`config.mk`:
```
export PLATFORM = sky130hd
export DESIGN_NAME = elevator_ctrl_n
export DESIGN_NICKNAME = d
export VERILOG_FILES = /design/src/rtl/elevator_pkg.sv /design/src/rtl/elevator_req_reg.sv /design/src/rtl/elevator_ctrl_n.sv
export SDC_FILE = /design/constraint.sdc
export NUM_CORES = 1
export LEC_CHECK = 0
export ABC_AREA = 0
export CAP_MARGIN = 10
export CELL_PAD_IN_SITES_DETAIL_PLACEMENT = 2
export CELL_PAD_IN_SITES_GLOBAL_PLACEMENT = 2
export CORE_ASPECT_RATIO = 0.8
export CORE_MARGIN = 10
export CORE_UTILIZATION = 33
export DETAILED_ROUTE_END_ITERATION = 8
export GPL_TIMING_DRIVEN = 0
export PLACE_DENSITY = 0.95
export SLEW_MARGIN = 10
export SYNTH_ARGS = -nofsm -noshare
export SYNTH_HDL_FRONTEND = slang
export SYNTH_SLANG_ARGS = --single-unit
```
`constraint.sdc`:
```
create_clock -name clk -period 4.55 [get_ports clk]
set_clock_uncertainty 0.05 [all_clocks]
set_input_delay 0.6825 -clock clk [delete_from_list [all_inputs] [get_ports clk]]
set_output_delay 0.6825 -clock clk [all_outputs]
set_load 0.01 [all_outputs]
```
`src/rtl/elevator_pkg.sv`:
```
// Shared types and constants for the N-floor elevator controller.
// Holds the controller state encoding, motor-direction and door command
// codes, and small decode helpers that turn a state into actuator commands.
package elevator_pkg;

  typedef enum logic [2:0] {
    CLOSED  = 3'd0,
    OPEN    = 3'd1,
    CLOSING = 3'd2,
    MOVE_UP = 3'd3,
    MOVE_DN = 3'd4,
    FAULT   = 3'd5
  } state_e;

  localparam logic [1:0] DIR_IDLE = 2'b00;
  localparam logic [1:0] DIR_UP   = 2'b01;
  localparam logic [1:0] DIR_DN   = 2'b10;

  localparam logic DOOR_OPEN_CLOSE = 1'b1;
  localparam logic DOOR_OPEN_OPEN  = 1'b0;

  function automatic logic [1:0] state_dir(input state_e s);
    case (s)
      MOVE_UP: state_dir = DIR_UP;
      MOVE_DN: state_dir = DIR_DN;
      default: state_dir = DIR_IDLE;
    endcase
  endfunction

  function automatic logic state_door(input state_e s);
    state_door = (s == OPEN) ? DOOR_OPEN_OPEN : DOOR_OPEN_CLOSE;
  endfunction

endpackage

```
`src/rtl/elevator_req_reg.sv`:
```
// Pending-request registers for hall-up, hall-down and car calls.
// Each floor bit is set by its button and cleared by a floor-addressed clear;
// when both happen in the same cycle the clear wins.
// Also reduces the pending bits relative to a reference floor.
// Ports:
//   clk, rst                 clock, synchronous active-low reset
//   up_req/dn_req/car_req    raw call inputs (bit k-1 = floor k)
//   clr, clr_floor           clear all three call bits at clr_floor
//   ref_floor                floor used for above/below/here reductions
//   pend_up/pend_dn/pend_car registered pending bits
//   above, below             any call strictly above / below ref_floor
//   here, here_up/dn/car     calls at ref_floor (combined and per vector)
module elevator_req_reg
  import elevator_pkg::*;
#(
  parameter int NUM_FLOORS = 4,
  parameter int FS_W       = $clog2(NUM_FLOORS + 1)
) (
  input  logic                  clk,
  input  logic                  rst,
  input  logic [NUM_FLOORS-1:0] up_req,
  input  logic [NUM_FLOORS-1:0] dn_req,
  input  logic [NUM_FLOORS-1:0] car_req,
  input  logic                  clr,
  input  logic [FS_W-1:0]       clr_floor,
  input  logic [FS_W-1:0]       ref_floor,
  output logic [NUM_FLOORS-1:0] pend_up,
  output logic [NUM_FLOORS-1:0] pend_dn,
  output logic [NUM_FLOORS-1:0] pend_car,
  output logic                  above,
  output logic                  below,
  output logic                  here,
  output logic                  here_up,
  output logic                  here_dn,
  output logic                  here_car
);

  logic [NUM_FLOORS-1:0] pend_up_q, pend_up_d;
  logic [NUM_FLOORS-1:0] pend_dn_q, pend_dn_d;
  logic [NUM_FLOORS-1:0] pend_car_q, pend_car_d;
  logic [NUM_FLOORS-1:0] up_m, dn_m, clr_vec;

  always_comb begin
    // no up call exists at the top floor, no down call at floor 1
    up_m                 = up_req;
    up_m[NUM_FLOORS-1]   = 1'b0;
    dn_m                 = dn_req;
    dn_m[0]              = 1'b0;
    clr_vec              = '0;
    for (int k = 0; k < NUM_FLOORS; k++) begin
      clr_vec[k] = clr && (clr_floor == FS_W'(k + 1));
    end
    pend_up_d  = (pend_up_q  | up_m)    & ~clr_vec;
    pend_dn_d  = (pend_dn_q  | dn_m)    & ~clr_vec;
    pend_car_d = (pend_car_q | car_req) & ~clr_vec;
  end

  always_comb begin
    above    = 1'b0;
    below    = 1'b0;
    here_up  = 1'b0;
    here_dn  = 1'b0;
    here_car = 1'b0;
    for (int k = 0; k < NUM_FLOORS; k++) begin
      if (FS_W'(k + 1) > ref_floor)
        above = above | pend_up_q[k] | pend_dn_q[k] | pend_car_q[k];
      if (FS_W'(k + 1) < ref_floor)
        below = below | pend_up_q[k] | pend_dn_q[k] | pend_car_q[k];
      if (FS_W'(k + 1) == ref_floor) begin
        here_up  = pend_up_q[k];
        here_dn  = pend_dn_q[k];
        here_car = pend_car_q[k];
      end
    end
    here = here_up | here_dn | here_car;
  end

  always_ff @(posedge clk) begin
    if (!rst) begin
      pend_up_q  <= '0;
      pend_dn_q  <= '0;
      pend_car_q <= '0;
    end else begin
      pend_up_q  <= pend_up_d;
      pend_dn_q  <= pend_dn_d;
      pend_car_q <= pend_car_d;
    end
  end

  assign pend_up  = pend_up_q;
  assign pend_dn  = pend_dn_q;
  assign pend_car = pend_car_q;

endmodule

```
`src/rtl/elevator_ctrl_n.sv`:
```
// N-floor elevator controller: latches calls, serves them in SCAN order,
// commands door and motor direction, and latches a sticky fault on a
// travel watchdog timeout or an out-of-range floor sensor value.
// Ports:
//   clk, rst                  clock, synchronous active-low reset
//   up_req/dn_req/car_req     hall up, hall down and in-car call buttons
//   fs                        floor sensor (0 = between floors, k = floor k)
//   dc                        door-closed sensor, only looked at while closing
//   door                      1 = close/keep closed, 0 = open
//   dir                       00 idle, 01 up, 10 down
//   cur_floor                 last valid floor seen
//   pend_up/pend_dn/pend_car  pending-request lamps
//   fault                     sticky fault, cleared only by reset
//
// state   | meaning
// CLOSED  | parked, door closed, waiting for a call
// OPEN    | door open, door timer running
// CLOSING | door commanded closed, waiting for dc before moving
// MOVE_UP | travelling up, watchdog running
// MOVE_DN | travelling down, watchdog running
// FAULT   | stopped with door closed until reset
module elevator_ctrl_n
  import elevator_pkg::*;
#(
  parameter int NUM_FLOORS       = 4,
  parameter int DOOR_OPEN_CYCLES = 4,
  parameter int MOVE_TIMEOUT     = 64,
  parameter int FS_W             = $clog2(NUM_FLOORS + 1)
) (
  input  logic                  clk,
  input  logic                  rst,
  input  logic [NUM_FLOORS-1:0] up_req,
  input  logic [NUM_FLOORS-1:0] dn_req,
  input  logic [NUM_FLOORS-1:0] car_req,
  input  logic [FS_W-1:0]       fs,
  input  logic                  dc,
  output logic                  door,
  output logic [1:0]            dir,
  output logic [FS_W-1:0]       cur_floor,
  output logic [NUM_FLOORS-1:0] pend_up,
  output logic [NUM_FLOORS-1:0] pend_dn,
  output logic [NUM_FLOORS-1:0] pend_car,
  output logic                  fault
);

  localparam int DT_W = $clog2(DOOR_OPEN_CYCLES + 1);
  localparam int WD_W = $clog2(MOVE_TIMEOUT + 1);

  state_e            state_q, state_d;
  logic [DT_W-1:0]   door_tmr_q, door_tmr_d;
  logic [WD_W-1:0]   wd_q, wd_d;
  logic              pref_up_q, pref_up_d;
  logic [FS_W-1:0]   cur_floor_q, cur_floor_d;
  logic              door_q, door_d;
  logic [1:0]        dir_q, dir_d;
  logic              fault_q, fault_d;

  logic fs_bad, fs_valid, at_top, at_bot, open_entry, clr;
  logic above, below, here, here_up, here_dn, here_car;

  always_comb begin
    fs_bad      = (fs > FS_W'(NUM_FLOORS));
    fs_valid    = (fs != '0) && !fs_bad;
    cur_floor_d = fs_valid ? fs : cur_floor_q;
    at_top      = (cur_floor_d == FS_W'(NUM_FLOORS));
    at_bot      = (cur_floor_d == FS_W'(1));
  end

  // Reductions use the floor being reached this cycle, so a move state sees
  // the calls relative to fs and the stop clears the floor just arrived at.
  elevator_req_reg #(
    .NUM_FLOORS (NUM_FLOORS),
    .FS_W       (FS_W)
  ) u_req (
    .clk       (clk),
    .rst       (rst),
    .up_req    (up_req),
    .dn_req    (dn_req),
    .car_req   (car_req),
    .clr       (clr),
    .clr_floor (cur_floor_d),
    .ref_floor (cur_floor_d),
    .pend_up   (pend_up),
    .pend_dn   (pend_dn),
    .pend_car  (pend_car),
    .above     (above),
    .below     (below),
    .here      (here),
    .here_up   (here_up),
    .here_dn   (here_dn),
    .here_car  (here_car)
  );

  always_comb begin
    state_d    = state_q;
    door_tmr_d = door_tmr_q;
    wd_d       = wd_q;
    pref_up_d  = pref_up_q;

    if (fs_bad) begin
      state_d = FAULT;
    end else begin
      case (state_q)
        CLOSED: begin
          if (here)                state_d = OPEN;
          else if (above || below) state_d = CLOSING;
        end
        OPEN: begin
          if (here) begin
            door_tmr_d = DT_W'(DOOR_OPEN_CYCLES);
          end else if (door_tmr_q <= DT_W'(1)) begin
            state_d    = CLOSING;
            door_tmr_d = '0;
          end else begin
            door_tmr_d = door_tmr_q - DT_W'(1);
          end
        end
        CLOSING: begin
          if (here) begin
            state_d = OPEN;
          end else if (dc) begin
            if (above && (pref_up_q || !below)) begin
              state_d   = MOVE_UP;
              pref_up_d = 1'b1;
              wd_d      = WD_W'(MOVE_TIMEOUT);
            end else if (below) begin
              state_d   = MOVE_DN;
              pref_up_d = 1'b0;
              wd_d      = WD_W'(MOVE_TIMEOUT);
            end else begin
              state_d = CLOSED;
            end
          end
        end
        MOVE_UP: begin
          if (fs == '0) begin
            if (wd_q <= WD_W'(1)) begin
              state_d = FAULT;
              wd_d    = '0;
            end else begin
              wd_d = wd_q - WD_W'(1);
            end
          end else if (here_car || here_up || !above || at_top) begin
            state_d = OPEN;
            wd_d    = '0;
          end else begin
            wd_d = WD_W'(MOVE_TIMEOUT);
          end
        end
        MOVE_DN: begin
          if (fs == '0) begin
            if (wd_q <= WD_W'(1)) begin
              state_d = FAULT;
              wd_d    = '0;
            end else begin
              wd_d = wd_q - WD_W'(1);
            end
          end else if (here_car || here_dn || !below || at_bot) begin
            state_d = OPEN;
            wd_d    = '0;
          end else begin
            wd_d = WD_W'(MOVE_TIMEOUT);
          end
        end
        FAULT: begin
          state_d = FAULT;
        end
        default: begin
          state_d = FAULT;
        end
      endcase
    end

    // Any arrival in OPEN restarts the full dwell; a here call while open
    // is served by clearing it and extending the dwell above.
    open_entry = (state_d == OPEN) && (state_q != OPEN);
    if (open_entry) door_tmr_d = DT_W'(DOOR_OPEN_CYCLES);
    clr = (state_d == OPEN) && (open_entry || here);

    door_d  = state_door(state_d);
    dir_d   = state_dir(state_d);
    fault_d = (state_d == FAULT);
  end

  always_ff @(posedge clk) begin
    if (!rst) begin
      state_q     <= CLOSED;
      door_tmr_q  <= '0;
      wd_q        <= '0;
      pref_up_q   <= 1'b1;
      cur_floor_q <= FS_W'(1);
      door_q      <= DOOR_OPEN_CLOSE;
      dir_q       <= DIR_IDLE;
      fault_q     <= 1'b0;
    end else begin
      state_q     <= state_d;
      door_tmr_q  <= door_tmr_d;
      wd_q        <= wd_d;
      pref_up_q   <= pref_up_d;
      cur_floor_q <= cur_floor_d;
      door_q      <= door_d;
      dir_q       <= dir_d;
      fault_q     <= fault_d;
    end
  end

  assign door      = door_q;
  assign dir       = dir_q;
  assign cur_floor = cur_floor_q;
  assign fault     = fault_q;

endmodule

```
==> flow_summary_export.csv <==
group,metric,value,unit
status,status,"complete, no violations",
global_route,grt_overflow,0,
detailed_routing,drt_wl_total,8.58,mm
hold_path,hold_depth,2,
detailed_routing,first_pass_iters,4,
worst_setup_path,reg2reg_to,"u_req.pend_up[0]$_SDFF_PN0_",
detailed_routing,wl_met3,328,um
logic_synthesis,yosys-top-cells-area,"dfxtp_1, a21oi_1, nor2_1, ha_1, o21ai_0",
cells_and_area,fin_util,0.434,
logic_synthesis,async_reset_ff_frac,0,
worst_setup_path,required,4630,ps
clocking,hold_buffers,0,
clocking,cts_tree,"built",
power,clockPowerShare,0.243,
place,globalplace.congestion,0.830,
floorplan,fp.dieW,109,um
detailed_routing,avgRoutedWirePerCell,23.2,um
power,p_int,551,uW
power,p_sw_frac,0.380,
floorplan,die-area,0.00987,mm^2
worst_setup_path,r2r_slack,1520,ps
detailed_routing,drt-met1-wl,3.89,mm
worst_setup_path,worstSetupPathType,"primary input to flip-flop",
place,io_buffers,34,
clocking,cts_made_buffers,5,
power,ir_drop,0.184,mV
sta,slew_viol_final,0,
detailed_routing,drc,0,
floorplan,coreArea,0.00601,mm^2
logic_synthesis,yosys.area.top_type,"dfxtp_1",
logic_synthesis,synth_edf_count,0,
place,dp_hpwl,6.43,mm
cells_and_area,design_area,0.00261,mm^2
logic_synthesis,synth.cell_area,0.00207,mm^2
sta,min_period,4280,ps
global_route,antenna_found_initial,0,
sta,fmax,0.234,GHz
detailed_routing,drt-vias-per-instance,6.02,
power,p_leak,0.000993,uW
clocking,postCtsSetupRepairBufs,0,
power,seq_power_share,0.381,
logic_synthesis,synthDistinctLibCells,65,
sta,relSlewSlack,0.440,
clocking,cts.htree.levels,2,
sta,rsz0062_at_grt,"no",
detailed_routing,top_layer_used,"met4",
worst_setup_path,reg2reg_from,"cur_floor[1]$_SDFF_PN0_",
sta,max_slew.worst_pin.slew,828,ps
detailed_routing,num_vias,2221,
place,place_area,0.00251,mm^2
worst_setup_path,critPathArrivalTime,4370,ps
floorplan,initial_core_util,0.345,
global_route,grt_pass1_wl,13.6,mm
global_route,grt_max_degree,11,
logic_synthesis,synthFlopType,"dfxtp_1",
hold_path,min_path_type,"flip-flop to flip-flop",
clocking,cts_sinks,33,
floorplan,rows,25,
global_route,first_global_vias,2473,
clocking,cts_buffer_depth,2,
logic_synthesis,synth_top_area_frac,0.319,
detailed_routing,met2_wirelength,4.17,mm
sta,hold_violations,0,
hold_path,hold_path_startpoint,"wd_q[5]$_SDFFE_PN0P_",
clocking,ctsRootBufferMaster,"clkbuf_8",
sta,fin_crit_sh,0.941,
power,power_density,341,mW/mm^2
power,combPwrFrac,0.376,
cells_and_area,filler_cell_count,687,
worst_setup_path,worstSetupStartpointType,"primary input",
cells_and_area,seq_area,661,um^2
cells_and_area,finalNetCount,311,
worst_setup_path,cp_max_fo,10,
clocking,clk_latency,290,ps
detailed_routing,drtIter0Drc,127,
detailed_routing,drt.antenna.violating_nets,0,
clocking,cts.repair.resized,0,
hold_path,hold_end,"wd_q[5]$_SDFFE_PN0P_",
sta,setup_violations,0,
worst_setup_path,endpoint_kind,"flip-flop",
logic_synthesis,yosysWarnings,0,
cells_and_area,num_antenna_cells,0,
sta,fin_ws,268,ps
cells_and_area,multi_input_area,0.00131,mm^2
floorplan,ios,37,
clocking,cts.reportedPaths.clkPinSlew,70,ps
run,max_cap_violations,0,
logic_synthesis,syn_nets,270,
logic_synthesis,syn_inst,246,
logic_synthesis,synth_area_per_cell,8.42,um^2
power,p_sw,337,uW
place,post-place-ws,-85.1,ps
logic_synthesis,ys_ff_latch,33,
cells_and_area,syn2layout_area_growth,25.8,%
cells_and_area,drive_gt1_frac,0.115,
worst_setup_path,ff2ff_path_depth,7,
global_route,track_usage,0.172,
logic_synthesis,seq_area_frac_synth,0.319,
floorplan,die-height,90.9,um
[power by group through the flow]
stage	combinational [uW]	clock [uW]	sequential, uW
floorplan	193	0	344
global placement	297	0	341
detailed placement	318	0	344
CTS	327	222	338
global route	359	232	342
finish	334	216	339
[cells in the final DEF, fill, tap and decap left out, drive strengths merged, types with 2 or more instances in the layout]
cell type / instances
clkdlybuf4s50: 34
dfxtp: 33
a21oi: 23
nor2: 22
nand2: 16
nor3: 16
o21ai: 15
inv: 14
clkbuf: 11
nor4: 7
mux2i: 6
a211oi: 6
ha: 6
buf: 5
nand4: 4
a31oi: 4
o21a: 4
and2: 4
or3: 3
nand3b: 3
o211ai: 3
nor4b: 3
o221ai: 3
o31ai: 3
mux2: 2
nand2b: 2
o22a: 2
nand3: 2
o31a: 2
nor2b: 2
a41o: 2
o221a: 2
clkinv: 2
or2: 2
[through the flow]
step / hold WS, ps / TNS, ps / std cells / power (uW)
2_1_floorplan: 386 / 0 / 246 / 536
6_report: 438 / 0 / 369 / 889
5_1_grt: 459 / 0 / 369 / 933
4_1_cts: 436 / 0 / 369 / 888
3_3_place_gp: 403 / 0 / 361 / 638
3_5_place_dp: 426 / -186 / 361 / 663
[cell usage after synthesis, drive strengths merged, types with 5 or more instances]
library cell / count
dfxtp: 33
a21oi: 23
nor2: 22
nand2: 16
nor3: 16
o21ai: 15
inv: 14
nor4: 7
a211oi: 6
ha: 6
mux2i: 6
buf: 5
clkbuf: 5
[area by class of cell]
class | count | area share
inverters | 14 | 0.0202
multi-input cells | 189 | 0.503
repair buffers | 34 | 0.131
plain buffers | 10 | 0.0226
well taps | 81 | 0.0389
flip-flops and latches | 33 | 0.253
clock inverters | 2 | 0.00384
clock buffers | 6 | 0.0278
[critical path, stage by stage]
cell	delay, ps
clkdlybuf4s50_1	530
nor2_1	360
ha_1	320
buf_6	150
mux2i_1	290
buf_2	310
a2111oi_0	120
o31ai_2	410
nor4_2	120
o221a_2	370
nor4_1	520
a21oi_1	190
[how the worst max path moves through the flow]
stage          start                      endpoint  cells after the start
2_1_floorplan  fs[1]  u_req.pend_car[0]$_SDFF_PN0_                     11
3_3_place_gp   fs[1]  u_req.pend_car[0]$_SDFF_PN0_                     12
3_5_place_dp   fs[1]   u_req.pend_up[0]$_SDFF_PN0_                     12
4_1_cts        fs[1]   u_req.pend_up[0]$_SDFF_PN0_                     12
5_1_grt        fs[1]  u_req.pend_car[3]$_SDFF_PN0_                     12
6_report       fs[1]   u_req.pend_up[0]$_SDFF_PN0_                     12
[per-layer routing]
layer	vias up	track usage
li1	1008	-
met1	1145	0.210
met2	49	0.287
met3	19	0.0364
met4	0	0.0625
met5	-	0
[cell families after synthesis]
group                    share of synthesized area
flip-flops                                   0.319
multiplexers                                0.0435
buffers and inverters                       0.0537
AND/OR/NAND/NOR                              0.261
adder cells (fa/ha/maj)                     0.0362
AO/OA/AOI/OAI                                0.286
[state kept, by name, indices dropped and copies added (netlist names)]
name	flops
wd_q	7
u_req.pend_car	4
u_req.pend_dn	4
u_req.pend_up	4
cur_floor	3
door_tmr_q	3
state_q	3
dir	2
door	1
fault	1
pref_up_q	1
Note: power is estimated with default switching activity, not from simulation.
